`src/rtl/riscv_pkg.sv`:
```
// Shared RV32I definitions for the decode stage: opcodes, immediate formats
// and the layout of the ID/EX pipeline register.
package riscv_pkg;

    localparam int XLEN = 32;

    localparam logic [6:0] OP_LUI    = 7'b0110111;
    localparam logic [6:0] OP_AUIPC  = 7'b0010111;
    localparam logic [6:0] OP_JAL    = 7'b1101111;
    localparam logic [6:0] OP_JALR   = 7'b1100111;
    localparam logic [6:0] OP_BRANCH = 7'b1100011;
    localparam logic [6:0] OP_LOAD   = 7'b0000011;
    localparam logic [6:0] OP_STORE  = 7'b0100011;
    localparam logic [6:0] OP_IMM    = 7'b0010011;
    localparam logic [6:0] OP_REG    = 7'b0110011;

    typedef enum logic [2:0] {
        IMM_NONE,
        IMM_I,
        IMM_S,
        IMM_B,
        IMM_U,
        IMM_J
    } imm_fmt_t;

    typedef struct packed {
        logic            valid;
        logic [XLEN-1:0] pc;
        logic [XLEN-1:0] rs1Data;
        logic [XLEN-1:0] rs2Data;
        logic [XLEN-1:0] imm;
        logic [4:0]      rd;
        logic [6:0]      opcode;
        logic [2:0]      funct3;
        logic            funct7b5;
        logic            regWrite;
        logic            isLoad;
        logic            isStore;
    } idex_t;

endpackage

```
`src/rtl/id_stage_if.sv`:
```
// Bundle of all decode-stage signals: IF/ID input, register-file ports,
// bypass sources, flush/backpressure and the ID/EX outputs.
interface id_stage_if;
    import riscv_pkg::*;

    logic            if_valid;
    logic [XLEN-1:0] if_instr;
    logic [XLEN-1:0] if_pc;
    logic            if_ready;
    logic [4:0]      rf_read_addr_1;
    logic [4:0]      rf_read_addr_2;
    logic [XLEN-1:0] rf_read_data_1;
    logic [XLEN-1:0] rf_read_data_2;
    logic            ex_reg_write;
    logic            ex_is_load;
    logic [4:0]      ex_rd;
    logic [XLEN-1:0] ex_result;
    logic            mem_reg_write;
    logic [4:0]      mem_rd;
    logic [XLEN-1:0] mem_result;
    logic            wb_reg_write;
    logic [4:0]      wb_rd;
    logic [XLEN-1:0] wb_data;
    logic            flush;
    logic            ex_ready;
    logic            id_valid;
    logic [XLEN-1:0] id_pc;
    logic [XLEN-1:0] id_rs1_data;
    logic [XLEN-1:0] id_rs2_data;
    logic [XLEN-1:0] id_imm;
    logic [4:0]      id_rd;
    logic [6:0]      id_opcode;
    logic [2:0]      id_funct3;
    logic            id_funct7b5;
    logic            id_reg_write;
    logic            id_is_load;
    logic            id_is_store;

    modport slave (
        input  if_valid, if_instr, if_pc,
        output if_ready,
        output rf_read_addr_1, rf_read_addr_2,
        input  rf_read_data_1, rf_read_data_2,
        input  ex_reg_write, ex_is_load, ex_rd, ex_result,
        input  mem_reg_write, mem_rd, mem_result,
        input  wb_reg_write, wb_rd, wb_data,
        input  flush, ex_ready,
        output id_valid, id_pc, id_rs1_data, id_rs2_data, id_imm,
        output id_rd, id_opcode, id_funct3, id_funct7b5,
        output id_reg_write, id_is_load, id_is_store
    );

    modport master (
        output if_valid, if_instr, if_pc,
        input  if_ready,
        input  rf_read_addr_1, rf_read_addr_2,
        output rf_read_data_1, rf_read_data_2,
        output ex_reg_write, ex_is_load, ex_rd, ex_result,
        output mem_reg_write, mem_rd, mem_result,
        output wb_reg_write, wb_rd, wb_data,
        output flush, ex_ready,
        input  id_valid, id_pc, id_rs1_data, id_rs2_data, id_imm,
        input  id_rd, id_opcode, id_funct3, id_funct7b5,
        input  id_reg_write, id_is_load, id_is_store
    );

endinterface

```
`src/rtl/id_stage_imm_gen.sv`:
```
// RV32I immediate generator: rearranges and sign-extends the immediate bits
// of an instruction according to its format.
module imm_gen
    import riscv_pkg::*;
(
    input  logic [31:7] instr_i,
    input  imm_fmt_t    fmt_i,
    output logic [31:0] imm_o
);

    always_comb begin
        imm_o = '0;
        case (fmt_i)
            IMM_I:   imm_o = {{20{instr_i[31]}}, instr_i[31:20]};
            IMM_S:   imm_o = {{20{instr_i[31]}}, instr_i[31:25], instr_i[11:7]};
            IMM_B:   imm_o = {{19{instr_i[31]}}, instr_i[31], instr_i[7],
                              instr_i[30:25], instr_i[11:8], 1'b0};
            IMM_U:   imm_o = {instr_i[31:12], 12'b0};
            IMM_J:   imm_o = {{11{instr_i[31]}}, instr_i[31], instr_i[19:12],
                              instr_i[20], instr_i[30:21], 1'b0};
            default: imm_o = '0;
        endcase
    end

endmodule

```
`src/rtl/id_stage.sv`:
```
// RV32I decode stage: decodes the IF/ID instruction, resolves operands through
// the EX/MEM/WB bypasses, stalls on load-use and registers results in ID/EX.
module id_stage #(
    parameter int XLEN = 32
) (
    input logic       clk,
    input logic       reset,
    id_stage_if.slave bus
);
    import riscv_pkg::*;

    logic [6:0]      opcode;
    logic [4:0]      rd;
    logic [4:0]      rs1;
    logic [4:0]      rs2;
    logic            usesRs1;
    logic            usesRs2;
    logic            regWrite;
    logic            isLoad;
    logic            isStore;
    imm_fmt_t        immFmt;
    logic [31:0]     imm;
    logic [XLEN-1:0] operand1;
    logic [XLEN-1:0] operand2;
    logic            hazard;
    idex_t           idex_d;
    idex_t           idex_q;

    assign opcode = bus.if_instr[6:0];
    assign rd     = bus.if_instr[11:7];
    assign rs1    = bus.if_instr[19:15];
    assign rs2    = bus.if_instr[24:20];

    assign bus.rf_read_addr_1 = rs1;
    assign bus.rf_read_addr_2 = rs2;

    always_comb begin
        usesRs1  = 1'b0;
        usesRs2  = 1'b0;
        regWrite = 1'b0;
        isLoad   = 1'b0;
        isStore  = 1'b0;
        immFmt   = IMM_NONE;
        case (opcode)
            OP_LUI, OP_AUIPC: begin
                regWrite = 1'b1;
                immFmt   = IMM_U;
            end
            OP_JAL: begin
                regWrite = 1'b1;
                immFmt   = IMM_J;
            end
            OP_JALR, OP_IMM: begin
                usesRs1  = 1'b1;
                regWrite = 1'b1;
                immFmt   = IMM_I;
            end
            OP_LOAD: begin
                usesRs1  = 1'b1;
                regWrite = 1'b1;
                isLoad   = 1'b1;
                immFmt   = IMM_I;
            end
            OP_BRANCH: begin
                usesRs1 = 1'b1;
                usesRs2 = 1'b1;
                immFmt  = IMM_B;
            end
            OP_STORE: begin
                usesRs1 = 1'b1;
                usesRs2 = 1'b1;
                isStore = 1'b1;
                immFmt  = IMM_S;
            end
            OP_REG: begin
                usesRs1  = 1'b1;
                usesRs2  = 1'b1;
                regWrite = 1'b1;
            end
            default: ;
        endcase
        if (rd == 5'd0) regWrite = 1'b0;
    end

    imm_gen u_imm_gen (
        .instr_i (bus.if_instr[31:7]),
        .fmt_i   (immFmt),
        .imm_o   (imm)
    );

    // Loads in EX have no data yet, so they are excluded from the EX bypass;
    // the load-use stall covers that case instead.
    function automatic logic [XLEN-1:0] selectOperand(input logic [4:0] rs,
                                                      input logic [XLEN-1:0] rfData);
        if (rs == 5'd0)
            return '0;
        else if (bus.ex_reg_write && !bus.ex_is_load && bus.ex_rd == rs)
            return bus.ex_result;
        else if (bus.mem_reg_write && bus.mem_rd == rs)
            return bus.mem_result;
        else if (bus.wb_reg_write && bus.wb_rd == rs)
            return bus.wb_data;
        else
            return rfData;
    endfunction

    assign operand1 = selectOperand(rs1, bus.rf_read_data_1);
    assign operand2 = selectOperand(rs2, bus.rf_read_data_2);

    assign hazard = bus.if_valid && bus.ex_is_load && bus.ex_reg_write &&
                    (bus.ex_rd != 5'd0) &&
                    ((usesRs1 && bus.ex_rd == rs1) || (usesRs2 && bus.ex_rd == rs2));

    assign bus.if_ready = bus.flush || (bus.ex_ready && !hazard);

    // Flush beats backpressure beats the load-use bubble; payload fields are
    // left untouched whenever valid drops since downstream ignores them.
    always_comb begin
        idex_d = idex_q;
        if (bus.flush) begin
            idex_d.valid = 1'b0;
        end else if (bus.ex_ready) begin
            if (hazard) begin
                idex_d.valid    = 1'b0;
                idex_d.regWrite = 1'b0;
                idex_d.isLoad   = 1'b0;
                idex_d.isStore  = 1'b0;
            end else begin
                idex_d.valid    = bus.if_valid;
                idex_d.pc       = bus.if_pc;
                idex_d.rs1Data  = operand1;
                idex_d.rs2Data  = operand2;
                idex_d.imm      = imm;
                idex_d.rd       = rd;
                idex_d.opcode   = opcode;
                idex_d.funct3   = bus.if_instr[14:12];
                idex_d.funct7b5 = bus.if_instr[30];
                idex_d.regWrite = regWrite;
                idex_d.isLoad   = isLoad;
                idex_d.isStore  = isStore;
            end
        end
    end

    always_ff @(posedge clk) begin
        if (reset) idex_q <= '0;
        else       idex_q <= idex_d;
    end

    assign bus.id_valid     = idex_q.valid;
    assign bus.id_pc        = idex_q.pc;
    assign bus.id_rs1_data  = idex_q.rs1Data;
    assign bus.id_rs2_data  = idex_q.rs2Data;
    assign bus.id_imm       = idex_q.imm;
    assign bus.id_rd        = idex_q.rd;
    assign bus.id_opcode    = idex_q.opcode;
    assign bus.id_funct3    = idex_q.funct3;
    assign bus.id_funct7b5  = idex_q.funct7b5;
    assign bus.id_reg_write = idex_q.regWrite;
    assign bus.id_is_load   = idex_q.isLoad;
    assign bus.id_is_store  = idex_q.isStore;

endmodule
```
`src/flat_wrapper.sv`:
```
// flat-port wrapper written by rule: the top's interface ports become plain ports
module id_stage_flat import riscv_pkg::*;
#(
    parameter int XLEN = 32
)
  (clk, reset, bus_if_valid, bus_if_instr, bus_if_pc, bus_if_ready, bus_rf_read_addr_1, bus_rf_read_addr_2, bus_rf_read_data_1, bus_rf_read_data_2, bus_ex_reg_write, bus_ex_is_load, bus_ex_rd, bus_ex_result, bus_mem_reg_write, bus_mem_rd, bus_mem_result, bus_wb_reg_write, bus_wb_rd, bus_wb_data, bus_flush, bus_ex_ready, bus_id_valid, bus_id_pc, bus_id_rs1_data, bus_id_rs2_data, bus_id_imm, bus_id_rd, bus_id_opcode, bus_id_funct3, bus_id_funct7b5, bus_id_reg_write, bus_id_is_load, bus_id_is_store);
  id_stage_if bus_i ();
  input logic clk;
  input logic reset;
  input wire logic [$bits(bus_i.if_valid)-1:0] bus_if_valid;
  input wire logic [$bits(bus_i.if_instr)-1:0] bus_if_instr;
  input wire logic [$bits(bus_i.if_pc)-1:0] bus_if_pc;
  output wire logic [$bits(bus_i.if_ready)-1:0] bus_if_ready;
  output wire logic [$bits(bus_i.rf_read_addr_1)-1:0] bus_rf_read_addr_1;
  output wire logic [$bits(bus_i.rf_read_addr_2)-1:0] bus_rf_read_addr_2;
  input wire logic [$bits(bus_i.rf_read_data_1)-1:0] bus_rf_read_data_1;
  input wire logic [$bits(bus_i.rf_read_data_2)-1:0] bus_rf_read_data_2;
  input wire logic [$bits(bus_i.ex_reg_write)-1:0] bus_ex_reg_write;
  input wire logic [$bits(bus_i.ex_is_load)-1:0] bus_ex_is_load;
  input wire logic [$bits(bus_i.ex_rd)-1:0] bus_ex_rd;
  input wire logic [$bits(bus_i.ex_result)-1:0] bus_ex_result;
  input wire logic [$bits(bus_i.mem_reg_write)-1:0] bus_mem_reg_write;
  input wire logic [$bits(bus_i.mem_rd)-1:0] bus_mem_rd;
  input wire logic [$bits(bus_i.mem_result)-1:0] bus_mem_result;
  input wire logic [$bits(bus_i.wb_reg_write)-1:0] bus_wb_reg_write;
  input wire logic [$bits(bus_i.wb_rd)-1:0] bus_wb_rd;
  input wire logic [$bits(bus_i.wb_data)-1:0] bus_wb_data;
  input wire logic [$bits(bus_i.flush)-1:0] bus_flush;
  input wire logic [$bits(bus_i.ex_ready)-1:0] bus_ex_ready;
  output wire logic [$bits(bus_i.id_valid)-1:0] bus_id_valid;
  output wire logic [$bits(bus_i.id_pc)-1:0] bus_id_pc;
  output wire logic [$bits(bus_i.id_rs1_data)-1:0] bus_id_rs1_data;
  output wire logic [$bits(bus_i.id_rs2_data)-1:0] bus_id_rs2_data;
  output wire logic [$bits(bus_i.id_imm)-1:0] bus_id_imm;
  output wire logic [$bits(bus_i.id_rd)-1:0] bus_id_rd;
  output wire logic [$bits(bus_i.id_opcode)-1:0] bus_id_opcode;
  output wire logic [$bits(bus_i.id_funct3)-1:0] bus_id_funct3;
  output wire logic [$bits(bus_i.id_funct7b5)-1:0] bus_id_funct7b5;
  output wire logic [$bits(bus_i.id_reg_write)-1:0] bus_id_reg_write;
  output wire logic [$bits(bus_i.id_is_load)-1:0] bus_id_is_load;
  output wire logic [$bits(bus_i.id_is_store)-1:0] bus_id_is_store;
  assign bus_i.if_valid = bus_if_valid;
  assign bus_i.if_instr = bus_if_instr;
  assign bus_i.if_pc = bus_if_pc;
  assign bus_if_ready = bus_i.if_ready;
  assign bus_rf_read_addr_1 = bus_i.rf_read_addr_1;
  assign bus_rf_read_addr_2 = bus_i.rf_read_addr_2;
  assign bus_i.rf_read_data_1 = bus_rf_read_data_1;
  assign bus_i.rf_read_data_2 = bus_rf_read_data_2;
  assign bus_i.ex_reg_write = bus_ex_reg_write;
  assign bus_i.ex_is_load = bus_ex_is_load;
  assign bus_i.ex_rd = bus_ex_rd;
  assign bus_i.ex_result = bus_ex_result;
  assign bus_i.mem_reg_write = bus_mem_reg_write;
  assign bus_i.mem_rd = bus_mem_rd;
  assign bus_i.mem_result = bus_mem_result;
  assign bus_i.wb_reg_write = bus_wb_reg_write;
  assign bus_i.wb_rd = bus_wb_rd;
  assign bus_i.wb_data = bus_wb_data;
  assign bus_i.flush = bus_flush;
  assign bus_i.ex_ready = bus_ex_ready;
  assign bus_id_valid = bus_i.id_valid;
  assign bus_id_pc = bus_i.id_pc;
  assign bus_id_rs1_data = bus_i.id_rs1_data;
  assign bus_id_rs2_data = bus_i.id_rs2_data;
  assign bus_id_imm = bus_i.id_imm;
  assign bus_id_rd = bus_i.id_rd;
  assign bus_id_opcode = bus_i.id_opcode;
  assign bus_id_funct3 = bus_i.id_funct3;
  assign bus_id_funct7b5 = bus_i.id_funct7b5;
  assign bus_id_reg_write = bus_i.id_reg_write;
  assign bus_id_is_load = bus_i.id_is_load;
  assign bus_id_is_store = bus_i.id_is_store;
  id_stage #(.XLEN(XLEN)) u_core (.clk(clk), .reset(reset), .bus(bus_i));
endmodule
```
`config.mk`:
```
export PLATFORM = sky130hd
export DESIGN_NAME = id_stage_flat
export DESIGN_NICKNAME = d
export VERILOG_FILES = /design/src/rtl/riscv_pkg.sv /design/src/rtl/id_stage_if.sv /design/src/rtl/id_stage_imm_gen.sv /design/src/rtl/id_stage.sv /design/src/flat_wrapper.sv
export SDC_FILE = /design/constraint.sdc
export NUM_CORES = 1
export LEC_CHECK = 0
export BUFFER_PORTS_ARGS = -buffer_cell sky130_fd_sc_hd__buf_2
export CAP_MARGIN = 10
export CORE_AREA = 2 2 160 162
export DETAILED_ROUTE_END_ITERATION = 10
export DIE_AREA = 0 0 162 164
export PLACE_DENSITY_LB_ADDON = 0.05
export SLEW_MARGIN = 20
export SYNTH_ARGS = -nofsm -noshare
export SYNTH_HDL_FRONTEND = slang
export SYNTH_HIERARCHICAL = 1
export SYNTH_SLANG_ARGS = --single-unit
```
`constraint.sdc`:
```
create_clock -name clk -period 3.5 [get_ports clk]
set_input_delay 0.525 -clock clk [delete_from_list [all_inputs] [get_ports clk]]
set_output_delay 0.525 -clock clk [all_outputs]
set_load 0.01 [all_outputs]
```
==> run_results.csv, run 1 <==
group,metric,value,unit
outcome,run_status,"finished clean",
clock_network,clock-root-buffer,"clkbuf_16",
sta,finalHoldViolCount,0,
setup_path,critical-path-max-stage-delay,530,ps
place,dp.cells,1486,
place,gp_congestion,0.820,
power_and_ir_drop,vdd_drop_max,0.265,mV
synth,synth_area_leaders,"dfxtp_1 39%, mux2i_1 19%, a32o_1 8.5%, o22a_1 7.5%, nor2_1 4.8%",
sta,fin_ws,666,ps
place,hpwl,22.1,mm
synth,ys_top_cells_by_count,"148 x dfxtp_1, 144 x mux2i_1, 96 x nor2_1",
setup_path,worstPathCellList,"buf_2, nand4bb_1, a211o_1, nor4_1, nor2_1, a21o_1, buf_2",
floorplanning,die-area,26600,um^2
grt,grt_pass1_vias,7517,
sta,rsz0062_at_grt,"false",
clock_network,post_cts_resized,0,
grt,grt_usage,21.9,%
place,placed_area,9900,um^2
power_and_ir_drop,p_total,4.34,mW
floorplanning,initial_core_util,30.5,%
power_and_ir_drop,powerDensity,412,nW/um^2
detailed_routing,drcViolationCount,0,
clock_network,clk_pin_slew,70,ps
sta,max_freq,353,MHz
worst_hold_path,hold_depth,2,
final_layout,final_core_util,42.4,%
synth,yosys_warnings,6,
setup_path,start_kind,"primary input",
clock_network,clock_path_buffers,2,
clock_network,h-tree-depth,4,
synth,async_reset_ff_share,0,%
detailed_routing,num_vias,7601,
final_layout,fin_cells,1522,
sta,tns,0,ps
synth,synth_edf_count,0,
clock_network,ctsHoldBuffers,0,
setup_path,criticalPathCategory,"in -> out",
floorplanning,ios,407,
grt,grt_start_max_net_pins,80,
final_layout,area_growth,38.9,%
final_layout,final_layout_size_suffix_gt1_share,40.0,%
detailed_routing,wl,30.3,mm
detailed_routing,first_pass_iters,5,
place,io_buffers,406,
grt,overflow,0,
setup_path,crit_fanout,7,
detailed_routing,wl_per_cell,19.9,um
synth,yosysTopAreaCellShare,39.1,%
clock_network,cts.sinks,148,
sta,worstMarginPinSlew,840,ps
floorplanning,die_h,164,um
synth,synth_ff_type,"dfxtp_1",
sta,slew_headroom,44.0,%
floorplanning,fp-row-count,58,
clock_network,cts_setup_buffers,0,
synth,synth_top_cell_by_area,"dfxtp_1",
synth,ys_ff_latch,148,
synth,syn_area_per_cell,9.45,um^2
sta,setup_viol,0,
setup_path,cp_slowest_cell,"nor4_1",
final_layout,design_area,10500,um^2
sta,final-max-slew-violation-count,0,
detailed_routing,vias_per_cell,4.99,
sta,period_share,81.0,%
synth,syn_nets,1049,
detailed_routing,detail-route-antenna-nets,0,
final_layout,nNetsFinal,1423,
synth,synth_seq_area_share,39.1,%
detailed_routing,drt_iter0_drc,365,
grt,antenna_found_initial,7,
floorplanning,die_w,162,um
sta,whs,291,ps
synth,synthMostInstantiatedCell,"dfxtp_1",
setup_path,critical_path_required,2970,ps
clock_network,cts_tree,"built",
synth,synth_cell_type_count,44,
worst_hold_path,hold_class,"in -> reg",
synth,syn_area,7570,um^2
setup_path,cp.arrival,2310,ps
sta,fin_skew,0,ps
clock_network,worstSkewPairLatency,420,ps
floorplanning,coreArea,24800,um^2
clock_network,cts_buffers,17,
setup_path,reg2reg_depth,3,
setup_path,end_kind,"primary output",
sta,final.min_clock_period,2830,ps
power_and_ir_drop,p_leak,4.85,nW
place,place_ws,451,ps
setup_path,cpMostUsedCell,"buf_2",
synth,synth_cells,801,
grt,grt_pass1_wl,44.6,mm
flow_run,drv_cap,0,
[report_power, final]
part           total (mW)  switching (mW)  internal (mW)  leakage (nW)
combinational       0.670           0.364          0.307          3.35
sequential           1.79          0.0336           1.75          1.21
clock                1.88           0.907          0.972         0.293
total                4.34            1.30           3.03          4.85
[cells in the final DEF (no fill, tap or decap), drive strengths merged, types with 2 or more instances in the layout]
cell type,count
buf,430
clkinv,7
or4,3
inv,10
nor2b,4
xor2,16
xnor2,14
a22o,3
and2,6
dfxtp,148
a21o,9
diode,4
a21oi,3
nand2b,3
nand3,3
and3,5
a32oi,3
a32o,64
mux2i,144
nor3b,4
nor3,6
or3,2
nand2,87
o21ai,16
nor4,7
nor2,97
o22a,65
clkbuf,17
[registers in the layout, summed over array words and instances (netlist names)]
name                     flops
u_core/bus.id_reg_write      1
u_core/bus.id_is_store       1
u_core/bus.id_is_load        1
u_core/bus.id_funct3         3
u_core/bus.id_pc            32
u_core/bus.id_funct7b5       1
u_core/bus.id_rs1_data      32
u_core/bus.id_rs2_data      32
u_core/bus.id_rd             5
u_core/bus.id_opcode         7
u_core/bus.id_valid          1
u_core/bus.id_imm           32
[layer usage]
metal	GRT usage, %	up-vias	share of wire [%]
met2	37.6	281	48
li1	-	3696	-
met1	26.6	3579	42
met3	6.41	39	7.6
met5	0	-	0.13
met4	6.52	6	2.0
[final timing paths]
kind / startpoint / slack (ps) / endpoint
worst min register to register: u_core/bus.id_rs1_data[20] / 460 / u_core/bus.id_rs1_data[20]
worst max-delay path: bus_if_instr[2] / 670 / bus_if_ready
worst min-delay path: bus_flush / 290 / u_core/bus.id_valid
worst max register to register: u_core/bus.id_valid / 2740 / u_core/bus.id_valid
[critical path: cells and delay by family]
family          cells  cell delay, ps
simple gates        3             990
compound gates      2             520
buf+inv             2             270
[cell families (layout without fill, tap and decap cells)]
kind of cell / Yosys count / in the layout / synth area share, %
and+or+nand+nor: 231 / 231 / 13.5
AOI/OAI and AO/OA: 170 / 170 / 19.6
DFF: 148 / 148 / 39.1
muxes: 144 / 144 / 19.0
buffers and inverters: 78 / 465 / 5.24
xor gates and xnor gates: 30 / 30 / 3.47
other: 0 / 4 / 0
[cell type report]
class	instances	area, um^2
timing repair buffer	430	2260
tap	330	413
multi-input combinational	575	4250
clock buffer	17	425
inverter	3	11.3
sequential	148	2960
antenna	4	10.0
clock inverter	15	183
fill	2610	14300
Note: power is estimated with default switching activity, not from simulation.
==> run 2, diff against run 1 <==
==> constraint.sdc (replaced) <==
create_clock -name clk -period 2.6 [get_ports clk]
set_input_delay 0.39 -clock clk [delete_from_list [all_inputs] [get_ports clk]]
set_output_delay 0.39 -clock clk [all_outputs]
set_load 0.01 [all_outputs]
==> run_results.csv, run 2 (same netlist as run 1, synthesis figures left out) <==
group,metric,value,unit
clock_network,clk_pin_slew,70,ps
floorplanning,die_w,162,um
place,gp_congestion,0.794,
grt,overflow,0,
sta,setup_viol,0,
setup_path,cpLargestDelayFamily,"simple AND/OR/NAND/NOR gates",
setup_path,critical_path_required,2210,ps
sta,tns,0,ps
place,hpwl,22.2,mm
power_and_ir_drop,vdd_drop_max,0.370,mV
power_and_ir_drop,powerDensity,542,nW/um^2
setup_path,end_kind,"primary output",
grt,use_met3,6.21,%
setup_path,cp_num_buf_inv,2,
floorplanning,coreArea,24800,um^2
final_layout,final_cell_mix,"405 x buf_2, 148 x dfxtp_1, 144 x mux2i_1, 94 x nor2_1, 87 x nand2_1",
clock_network,cts_buffers,17,
sta,final-max-slew-violation-count,0,
clock_network,ctsHoldBuffers,0,
detailed_routing,vias_per_cell,4.99,
grt,grt_usage,22.2,%
worst_hold_path,hold_class,"in -> reg",
setup_path,start_kind,"primary input",
setup_path,cp.arrival,1980,ps
grt,antenna_found_initial,3,
detailed_routing,detail-route-antenna-nets,0,
grt,grtUsageMet1,26.2,%
setup_path,worstPathCellList,"buf_2, and3b_1, o2111ai_1, nor4_1, nor2_1, a21o_1, buf_2",
place,io_buffers,406,
clock_network,cts_setup_buffers,0,
setup_path,critical-path-max-stage-delay,510,ps
flow_run,drv_cap,0,
floorplanning,fp-row-count,58,
floorplanning,ios,407,
clock_network,h-tree-depth,4,
final_layout,layout_commonest_cell,"buf_2",
detailed_routing,wl,30.3,mm
final_layout,area_growth,42.8,%
setup_path,criticalPathCategory,"in -> out",
clock_network,cts_tree,"built",
sta,max_freq,422,MHz
sta,whs,154,ps
floorplanning,initial_core_util,30.5,%
floorplanning,die-area,26600,um^2
clock_network,clock-root-buffer,"clkbuf_16",
setup_path,cp_slowest_cell,"nor4_1",
grt,met2_usage,38.8,%
outcome,run_status,"finished clean",
grt,grt_start_max_net_pins,85,
sta,fin_skew,0,ps
setup_path,crit_fanout,5,
detailed_routing,drt_iter0_drc,411,
clock_network,clock_path_buffers,2,
clock_network,worstSkewPairLatency,430,ps
clock_network,cts.sinks,148,
detailed_routing,num_vias,7697,
grt,busiest_layer,"met2",
power_and_ir_drop,p_leak,5.01,nW
sta,slew_headroom,40.1,%
final_layout,final_layout_size_suffix_gt1_share,41.0,%
setup_path,cpMostUsedCell,"buf_2",
sta,period_share,91.0,%
sta,rsz0062_at_grt,"false",
detailed_routing,wl_per_cell,19.7,um
detailed_routing,drcViolationCount,0,
grt,grt_pass1_vias,7875,
sta,worstMarginPinSlew,899,ps
sta,finalHoldViolCount,0,
grt,grt_pass1_wl,44.9,mm
sta,final.min_clock_period,2370,ps
clock_network,post_cts_resized,0,
detailed_routing,first_pass_iters,4,
floorplanning,die_h,164,um
final_layout,nNetsFinal,1444,
run 2: cell count changes in the layout (fill, tap and decap cells not counted):
cell / previous run / this run
buf_12: 4 / 16
clkinv_8: 5 / 4
buf_4: 21 / 30
diode_2: 4 / 2
clkinv_4: 2 / 4
clkinvlp_4: 1 / 0
run 2: cell type report:
type / count / area (um^2)
Sequential cell: 148 / 2960
Inverter: 3 / 11.3
Tap cell: 330 / 413
Clock buffer: 17 / 425
Antenna cell: 2 / 5.00
Fill cell: 2598 / 14000
Multi-Input combinational cell: 575 / 4250
Timing Repair Buffer: 451 / 2570
Clock inverter: 15 / 176
run 2: power breakdown:
group | internal (mW) | switching [mW]
combinational | 0.450 | 0.493
clock | 1.30 | 1.21
sequential | 2.36 | 0.0447
total | 4.11 | 1.75
run 2: worst register-to-register path: cells and delay by family (launching register included):
family,cells,cell delay [ps]
AND/OR/NAND/NOR,2,180
AO/OA/AOI/OAI,1,140
flip-flops,1,310
run 2: worst paths after layout:
path	from	cells after the start	slack [ps]	endpoint
setup / recovery	bus_if_instr[4]	7	230	bus_if_ready
hold / removal	bus_flush	2	150	u_core/bus.id_valid
setup reg to reg	u_core/bus.id_valid	3	1830	u_core/bus.id_valid
hold reg to reg	u_core/bus.id_rs2_data[6]	1	460	u_core/bus.id_rs2_data[6]
run 2: metrics by stage:
stage	utilization [%]	total power, mW	std cells	worst slack [ps]	cell area, um^2
after floorplan	-	2.90	801	433	7570
after global placement	41.1	3.41	1507	55.3	10200
after detailed placement	41.1	3.41	1507	0.177	10200
after CTS	43.5	5.97	1539	225	10800
after global routing	43.6	6.15	1541	73.6	10800
final	43.6	5.87	1541	233	10800
run 2: routing by layer:
| layer | share of wire, % | vias up |
|---|---|---|
| met4 | 2.5 | 2 |
| met2 | 49 | 305 |
| li1 | - | 3744 |
| met1 | 41 | 3608 |
| met3 | 7.4 | 38 |
| met5 | 0.043 | - |
